--- src/rtl/platform_sprite_renderer.sv ---
// -----------------------------------------------------------------------------
// platform_sprite_renderer
//
// Read-side client of the platform sprite ROM. It maps the VGA beam position
// to sprite-local coordinates, drives the ROM address, re-aligns the hit flag
// with the colour the ROM returns two enabled cycles later, and emits an
// opaque-masked pixel to the colour mux.
//
// The platform is SPR_W*TILES pixels wide: the sprite repeats horizontally by
// taking the low log2(SPR_W) bits of the local x offset. The active position
// changes only on frame_start, so a frame is never drawn from two positions.
//
// Optional feature (compile-time macro PLATFORM_SCROLL_EN):
//   defined   - on a frame_start with no pending load, pos_x moves left by
//               SCROLL_STEP and wraps to SCREEN_W once the whole platform has
//               left the screen. SCREEN_W / SCROLL_STEP exist only here.
//   undefined - pos_x changes only through load.
//
// Ports:
//   clk, rst_n          pixel clock, asynchronous active-low reset
//   video_on            beam in visible area; pipeline enable
//   pixel_x, pixel_y    beam position
//   frame_start         1-cycle pulse at start of vertical blank
//   load, load_x/y      1-cycle pulse pending a new position (load_x signed)
//   rom_x, rom_y        ROM coordinates (0 when the beam misses the platform)
//   rom_en              ROM enable (= video_on)
//   rom_color           ROM colour, 2 enabled cycles after the coordinates
//   pix_valid           pix_color is an opaque platform pixel
//   pix_color           pixel colour, 0 when !pix_valid
//
// Output semantics: pix_valid/pix_color form a qualified stream with no
// back-pressure. They are updated only on edges where video_on is high; a
// coordinate presented on enabled edge n appears at the outputs after the
// third enabled edge. While video_on is low every stage holds.
// -----------------------------------------------------------------------------
module platform_sprite_renderer #(
    parameter int          SPR_W       = 64,
    parameter int          SPR_H       = 32,
    parameter int          TILES       = 4,
`ifdef PLATFORM_SCROLL_EN
    parameter int          SCREEN_W    = 640,
    parameter int          SCROLL_STEP = 2,
`endif
    parameter logic [11:0] KEY_COLOR   = 12'hF0F
) (
    input  logic                       clk,
    input  logic                       rst_n,
    input  logic                       video_on,
    input  logic [9:0]                 pixel_x,
    input  logic [9:0]                 pixel_y,
    input  logic                       frame_start,
    input  logic                       load,
    input  logic [10:0]                load_x,
    input  logic [9:0]                 load_y,
    output logic [$clog2(SPR_W)-1:0]   rom_x,
    output logic [$clog2(SPR_H)-1:0]   rom_y,
    output logic                       rom_en,
    input  logic [11:0]                rom_color,
    output logic                       pix_valid,
    output logic [11:0]                pix_color
);

    localparam int XW = $clog2(SPR_W);
    localparam int YW = $clog2(SPR_H);

    // Platform extents as signed constants so the range checks below are
    // plain signed comparisons against the signed beam offsets.
    localparam logic signed [11:0] PLAT_W_S = 12'(SPR_W * TILES);
    localparam logic signed [10:0] SPR_H_S  = 11'(SPR_H);

    // Active and pending positions; pos_x is signed so the platform can sit
    // partly or wholly off the left edge.
    logic signed [10:0] pos_x;
    logic signed [10:0] pend_x;
    logic [9:0]         pos_y;
    logic [9:0]         pend_y;
    logic               pend_flag;

`ifdef PLATFORM_SCROLL_EN
    localparam logic signed [11:0] STEP_S   = 12'(SCROLL_STEP);
    localparam logic signed [11:0] WRAP_LIM = -PLAT_W_S;
    localparam logic signed [10:0] WRAP_X   = 11'(SCREEN_W);

    // One bit wider than pos_x so the decrement cannot wrap before the
    // limit comparison sees it.
    logic signed [11:0] scroll_dec;
    logic signed [10:0] scroll_next;

    always_comb begin
        scroll_dec  = {pos_x[10], pos_x} - STEP_S;
        scroll_next = (scroll_dec < WRAP_LIM) ? WRAP_X : scroll_dec[10:0];
    end
`endif

    // Position update. A load coinciding with frame_start takes effect at
    // once and leaves nothing pending; otherwise a load is parked until the
    // next frame_start.
    always_ff @(posedge clk or negedge rst_n) begin
        if (!rst_n) begin
            pos_x     <= '0;
            pos_y     <= '0;
            pend_x    <= '0;
            pend_y    <= '0;
            pend_flag <= 1'b0;
        end else if (frame_start) begin
            if (load) begin
                pos_x     <= load_x;
                pos_y     <= load_y;
                pend_flag <= 1'b0;
            end else if (pend_flag) begin
                pos_x     <= pend_x;
                pos_y     <= pend_y;
                pend_flag <= 1'b0;
            end
`ifdef PLATFORM_SCROLL_EN
            else begin
                pos_x <= scroll_next;
            end
`endif
        end else if (load) begin
            pend_x    <= load_x;
            pend_y    <= load_y;
            pend_flag <= 1'b1;
        end
    end

    // Beam offsets relative to the platform origin. Widths are chosen so the
    // full input ranges cannot overflow: dx in [-1023, 2047], dy in
    // [-1023, 1023].
    logic signed [11:0] dx;
    logic signed [10:0] dy;
    logic               in_x;
    logic               in_y;
    logic               hit;

    always_comb begin
        dx    = $signed({2'b00, pixel_x}) - $signed({pos_x[10], pos_x});
        dy    = $signed({1'b0, pixel_y}) - $signed({1'b0, pos_y});
        in_x  = (dx >= 12'sd0) && (dx < PLAT_W_S);
        in_y  = (dy >= 11'sd0) && (dy < SPR_H_S);
        hit   = video_on && in_x && in_y;
        // Low bits of dx give the column within the current tile.
        rom_x = hit ? dx[XW-1:0] : '0;
        rom_y = hit ? dy[YW-1:0] : '0;
    end

    assign rom_en = video_on;

    // hit travels alongside the ROM's two internal registers; every stage is
    // enabled by video_on exactly like the ROM, so the flag and the colour
    // stay paired across blanking stalls.
    logic hit_d1;
    logic hit_d2;
    logic opaque;

    assign opaque = hit_d2 && (rom_color != KEY_COLOR);

    always_ff @(posedge clk or negedge rst_n) begin
        if (!rst_n) begin
            hit_d1    <= 1'b0;
            hit_d2    <= 1'b0;
            pix_valid <= 1'b0;
            pix_color <= '0;
        end else if (video_on) begin
            hit_d1    <= hit;
            hit_d2    <= hit_d1;
            pix_valid <= opaque;
            pix_color <= opaque ? rom_color : 12'h000;
        end
    end

endmodule

--- config.mk ---
export PLATFORM = sky130hd
export DESIGN_NAME = platform_sprite_renderer
export DESIGN_NICKNAME = d
export VERILOG_FILES = /design/src/rtl/platform_sprite_renderer.sv
export SDC_FILE = /design/constraint.sdc
export NUM_CORES = 1
export LEC_CHECK = 0
export BUFFER_PORTS_ARGS = -buffer_cell sky130_fd_sc_hd__buf_4
export CORE_MARGIN = 2
export CORE_UTILIZATION = 40
export CTS_CLUSTER_DIAMETER = 200
export CTS_CLUSTER_SIZE = 30
export DETAILED_ROUTE_END_ITERATION = 12
export PLACE_DENSITY = 0.7
export SYNTH_ARGS = -nofsm -noshare
export SYNTH_HDL_FRONTEND = slang
export SYNTH_SLANG_ARGS = --single-unit
--- constraint.sdc ---
create_clock -name clk -period 5.8 [get_ports clk]
set_clock_uncertainty 0.2 [all_clocks]
set_input_delay 1.16 -clock clk [delete_from_list [all_inputs] [get_ports clk]]
set_output_delay 1.16 -clock clk [all_outputs]
set_load 0.01 [all_outputs]
After elaboration in Yosys (flattened, before gate mapping)
Cells that the tools add are included.
{"block": "totals", "input_bits": 58, "latchBits": 0, "ram_bits": 0, "register_bits": 58, "out_inout_bits": 25, "mem_bits_ro": 0, "mem_count": 0}
{"block": "op_classes", "mul": 0, "mux": 9, "n_addsub": 2, "n_eq_ne": 1, "n_reduce_logical": 9, "order_cmp": 4, "n_bitwise": 1, "n_div": 0, "n_shift": 0}
{"op": "$mux 11", "count": 2}
{"op": "$mux 10", "count": 2}
{"op": "$ge 12x1->1 const B", "count": 1}
{"op": "$lt 12x10->1 const B", "count": 1}
{"op": "$mux 12", "count": 1}
{"op": "$ne 12x12->1 const B", "count": 1}
{"op": "$sub 11x11->12", "count": 1}
{"op": "$ge 11x1->1 const B", "count": 1}
{"op": "$lt 11x7->1 const B", "count": 1}
{"op": "$sub 10x10->11", "count": 1}
{"op": "$mux 6", "count": 1}
{"op": "$logic_and 1x1->1", "count": 5}
{"op": "$mux 5", "count": 1}
{"op": "$reduce_and 2->1", "count": 2}
{"op": "$reduce_bool 2->1", "count": 2}
{"op": "$mux 1", "count": 2}
{"op": "$not 1->1", "count": 1}

Logic depth before layout (Yosys ltp)
{"block": "depth", "word_depth": 6, "depth_mapped": 11, "ltp_nobuf": 10}

Worst setup path after synthesis
OpenSTA, ideal clock, no wires.
{"block": "synth_timing", "kind": "input to output", "from": "input port pixel_y[0]", "to": "output port rom_y[3]", "stages": 10, "path_slack_ps": 1280, "t_arrival_ps": 3160, "cell_sequence": "inv_1 -> ha_1 -> fa_1 -> and2b_4 -> o2111ai_1 -> and2_1 -> o21ai_0 -> o211a_1 -> nand4_1 -> a211oi_1"}
{"block": "synth_via", "elab_chain_cells": 5, "elab_cells_between_ends": 6, "classes_between": "add/sub (1); order compare (2); mux (1); reduce/logical (2)"}
{"element": "start: declaration", "line_no": "50", "source": "input logic [9:0] pixel_y,"}
{"element": "$sub 10x10->11 (*)", "line_no": "138", "source": "dy = $signed({1'b0, pixel_y}) - $signed({1'b0, pos_y});"}
{"element": "$ge 11x1->1 or $lt 11x7->1 (tied branches)", "line_no": "140", "source": "in_y = (dy >= 11'sd0) && (dy < SPR_H_S);"}
{"element": "$logic_and 1x1->1", "line_no": "140"}
{"element": "$logic_and 1x1->1", "line_no": "141", "source": "hit = video_on && in_x && in_y;"}
{"element": "$mux 5 (*)", "line_no": "144", "source": "rom_y = hit ? dy[YW-1:0] : '0;"}
{"element": "end: declaration", "line_no": "56", "source": "output logic [$clog2(SPR_H)-1:0] rom_y,"}
Every way passes the cells marked *; elsewhere a longest branch is shown, timed or not.

Worst setup path in the final report
Ends and elaborated chain as after synthesis.

==> impl_summary.txt <==
----------------------------------------------------
[Layout]
  Share of post-route cells with drive strength above 1 ... 0.311
  Layout overhead on the synthesized area ... 26.4%
  Nets ... 494
  Antenna cell count ... 0
  Final standard cell area without fillers ... 4310 um^2

[Setup path]
  Required time of the critical path ... 4.44 ns
  Data arrival time at the worst-slack endpoint ... 3.99 ns
  Minimum setup slack among reg-to-reg paths ... 2.72 ns
  Number of buffers and inverters on the critical path ... 3
  Top fanout value on the critical path ... 12
  Cell with the biggest individual delay on the critical path ... sky130_fd_sc_hd__nand4_1
  Kind of cell adding the most delay to the critical path ... simple AND/OR/NAND/NOR gates
  Crit-path cells ... buf_4 > inv_1 > ha_1 > fa_1 > and2b_4 > o2111ai_1 > and2_1 > o21ai_0 > o211a_1 > nand4_1 > a211oi_1 > buf_4
  Endpoint kind of the worst setup timing path ... output pin
  Most repeated library cell on the critical path ... sky130_fd_sc_hd__buf_4
  Category of the critical setup timing path ... in2out
  Largest stage delay on the critical path ... 0.52 ns
  Kind of start point of the critical path ... input port

[Synth]
  Flip-flop and latch count after synthesis ... 58
  Post-synthesis instance area ... 3410 um^2
  Synth Net Count ... 414
  Synth top area cells ... sky130_fd_sc_hd__dfrtp_1 (43%), sky130_fd_sc_hd__mux2_2 (7.6%), sky130_fd_sc_hd__ha_1 (7.3%), sky130_fd_sc_hd__mux2i_1 (6.2%), sky130_fd_sc_hd__o21ai_0 (4.1%)
  Part of the Yosys area used for sequential elements ... 0.426
  Count of flip-flops with a built-in enable after synthesis ... 0
  Synth top area share ... 0.426
  Distinct cells, synth ... 50
  Mean cell area of the mapped netlist ... 10.2 um^2
  Library cell occupying the most area in the post-synthesis netlist ... sky130_fd_sc_hd__dfrtp_1
  Number of cells produced by synthesis ... 334
  Dominant synthesized flop cell ... sky130_fd_sc_hd__dfrtp_1
  Async set-or-reset flop fraction in the synthesized netlist ... 1.00
  Synth warnings ... 0

[Flow run]
  Max capacitance violation total ... 0

[Drt]
  Total DRC errors in the routed layout ... 0
  Vias ... 2,630
  Average routed wire per standard cell ... 14.1 um
  Avg Vias per Cell ... 5.03
  Number of iterations in the first detailed-routing pass ... 4
  DRC marker count from the first detailed-route iteration ... 122
  Antenna-violating nets left ... 0
  Aggregate routed wire length ... 7.37 mm

[CTS]
  Max clock buf depth ... 2
  Clock root buffer master ... sky130_fd_sc_hd__clkbuf_8
  Clock slew at reported path FFs ... 0.06 ns
  Number of levels the H-tree was split into ... 3
  CTS sink count ... 58
  Number of buffers added by the clock tree synthesis step ... 9
  Insertion delay of the later-clocked pin in the worst-skew pair ... 0.32 ns
  Hold buffers post-CTS ... 0
  Buffer count from post-CTS setup fixing ... 0
  CTS tree ... yes
  Post-cts resize count ... 0

[Place]
  DP Area ... 4100 um^2
  Final estimated routing congestion in global placement ... 0.896
  Count of buffers from port buffering ... 82
  Detailed placer's ending HPWL ... 5.70 mm

[STA]
  Share of the cycle needed by the critical path after routing ... 0.923
  Max Fclk ... 0.187 GHz
  Post-layout minimum cycle time ... 5.35 ns
  Fin Setup TNS ... 0 ns
  Unrepaired setup endpoints after global routing ... false
  Number of endpoints failing setup at the final stage ... 0
  Final-report hold violation count ... 0
  Final count of pins violating max slew ... 0
  Remaining max-slew budget at the tightest pin ... 0.530
  Transition time at the pin with the least slew margin ... 0.705 ns

[Die]
  Width of the die ... 96.3 um
  Placeable core area ... 8220 um^2
  Die outline area ... 9270 um^2
  Number of rows created at floorplan ... 33
  Die Ht ... 96.3 um
  Boundary Pins ... 83
  Effective utilization at floorplan ... 0.415

[Pwr]
  Combinational power share ... 0.282
  Share of power burned in the clock network ... 0.313
  Share of total power consumed by net switching ... 0.286
  Power Internal ... 0.847 mW
  Net switching power ... 0.340 mW
  Worst IR Drop VDD ... 0.143 mV
  Pwr/cell area ... 276 nW/um^2
  Static leakage ... 2.13 nW
  Proportion of power drawn by flip-flops and latches ... 0.405

[Global routing]
  Largest net degree at the start of global routing ... 59
  First-pass GRT wire length ... 11.9 mm
  GRT Resource Usage Total ... 0.165
  Total overflow reported by the global router ... 0
  Vias in the first global route ... 2,651
  Initial antenna violation count ... 0

[Min path]
  Hold crit path type ... reg2reg

[Status]
  Result of the run ... finished clean

----------------------------------------------------
==> Yosys cell counts (all sizes together), types with 2 or more instances <==
master / number
dfrtp: 58
mux2i: 21
and3: 3
clkbuf: 8
nand3: 4
o21bai: 3
a22o: 12
ha: 20
and2: 2
a31oi: 2
o21a: 3
o2111ai: 5
nor3: 4
xnor2: 5
nand4b: 3
fa: 2
a21o: 7
a21oi: 9
nand2b: 4
o21ai: 29
nor2: 18
or3b: 3
nor2b: 7
mux2: 23
nand2: 25
buf: 7
nand4: 2
inv: 29
==> final cells by class <==
cell class,instances,area (um^2)
timing repair buffer,84,631
clock buffer,13,169
fill,749,3910
clock inverter,2,35.0
sequential,58,1450
multi-input combinational,232,1780
inverter,29,109
tap,105,131
==> state kept, by name (all words and copies together) (netlist names) <==
name / flops
pend_x: 11
hit_d1: 1
pend_y: 10
pos_y: 10
pix_valid: 1
pos_x: 11
pix_color: 12
pend_flag: 1
hit_d2: 1
==> path summary, 6_finish.rpt <==
kind,start,to,cells after the start
min in group asynchronous,rst_n,pend_y[0],1
max in group asynchronous,rst_n,pos_x[1],1
max reg2reg,pos_y[0],hit_d1,9
max,pixel_y[0],rom_y[3],12
min reg2reg,pos_x[7],pos_x[7],2
min,pos_x[7],pos_x[7],2
==> power groups by stage <==
stage	logic, mW	registers, mW	clock network, mW
floorplan	0.242	0.480	0
detailed placement	0.336	0.488	0
global placement	0.327	0.485	0
finish	0.335	0.481	0.372
global route	0.376	0.487	0.401
CTS	0.337	0.481	0.384
==> per-stage QoR <==
| stage | instances | hold slack, ns | power, mW | setup slack (ns) | utilization |
|---|---|---|---|---|---|
| 3_3_place_gp | 508 | 0.263 | 0.813 | 0.553 | 0.499 |
| 6_report | 523 | 0.280 | 1.19 | 0.449 | 0.524 |
| 5_1_grt | 523 | 0.302 | 1.26 | 0.135 | 0.524 |
| 4_1_cts | 523 | 0.291 | 1.20 | 0.451 | 0.524 |
| 2_1_floorplan | 334 | 0.250 | 0.722 | 1.28 | - |
| 3_5_place_dp | 508 | 0.276 | 0.824 | 0.465 | 0.499 |
==> metal layers <==
metal | wire length [um] | part of all wire | global-route usage
met3 | 411 | 0.056 | 0.0462
met4 | 79 | 0.011 | 0.0528
met2 | 3440 | 0.47 | 0.266
met5 | 0 | 0 | 0
met1 | 3430 | 0.47 | 0.216
==> kinds of logic (layout without fill, tap and decap cells) <==
family | Yosys count | after routing | synth area share
compound gates | 80 | 80 | 0.160
xor+xnor | 5 | 5 | 0.0129
fa+ha+maj | 22 | 22 | 0.0852
buf+inv | 44 | 128 | 0.0525
flops | 58 | 58 | 0.426
mux | 44 | 44 | 0.138
simple gates | 81 | 81 | 0.126
==> cells in the final DEF, fill, tap and decap left out, types with 3 or more instances in the layout <==
| cell | n |
|---|---|
| sky130_fd_sc_hd__xnor2_1 | 5 |
| sky130_fd_sc_hd__o2111ai_1 | 5 |
| sky130_fd_sc_hd__nand2_1 | 25 |
| sky130_fd_sc_hd__clkbuf_8 | 12 |
| sky130_fd_sc_hd__a21oi_1 | 8 |
| sky130_fd_sc_hd__nor3_1 | 3 |
| sky130_fd_sc_hd__nor2b_1 | 7 |
| sky130_fd_sc_hd__ha_1 | 20 |
| sky130_fd_sc_hd__nand3_1 | 4 |
| sky130_fd_sc_hd__o21bai_1 | 3 |
| sky130_fd_sc_hd__mux2i_1 | 21 |
| sky130_fd_sc_hd__or3b_2 | 3 |
| sky130_fd_sc_hd__nand4b_1 | 3 |
| sky130_fd_sc_hd__mux2_2 | 23 |
| sky130_fd_sc_hd__buf_4 | 84 |
| sky130_fd_sc_hd__nor2_1 | 18 |
| sky130_fd_sc_hd__dfrtp_1 | 58 |
| sky130_fd_sc_hd__a21o_1 | 7 |
| sky130_fd_sc_hd__and3_1 | 3 |
| sky130_fd_sc_hd__nand2b_1 | 4 |
| sky130_fd_sc_hd__o21a_1 | 3 |
| sky130_fd_sc_hd__a22o_1 | 12 |
| sky130_fd_sc_hd__inv_1 | 29 |
| sky130_fd_sc_hd__o21ai_0 | 28 |
==> worst register-to-register path, cell delays in order, from the launching register on <==
cell                        delay (ns)
sky130_fd_sc_hd__dfrtp_1          0.39
sky130_fd_sc_hd__ha_1             0.21
sky130_fd_sc_hd__fa_1             0.37
sky130_fd_sc_hd__and2b_4          0.29
sky130_fd_sc_hd__o2111ai_1        0.16
sky130_fd_sc_hd__and2_1           0.22
sky130_fd_sc_hd__o21ai_0          0.16
sky130_fd_sc_hd__o211a_1          0.17
sky130_fd_sc_hd__nand4_1          0.52
sky130_fd_sc_hd__o21ai_0          0.29
No activity file was read; power rests on OpenSTA's default activity.
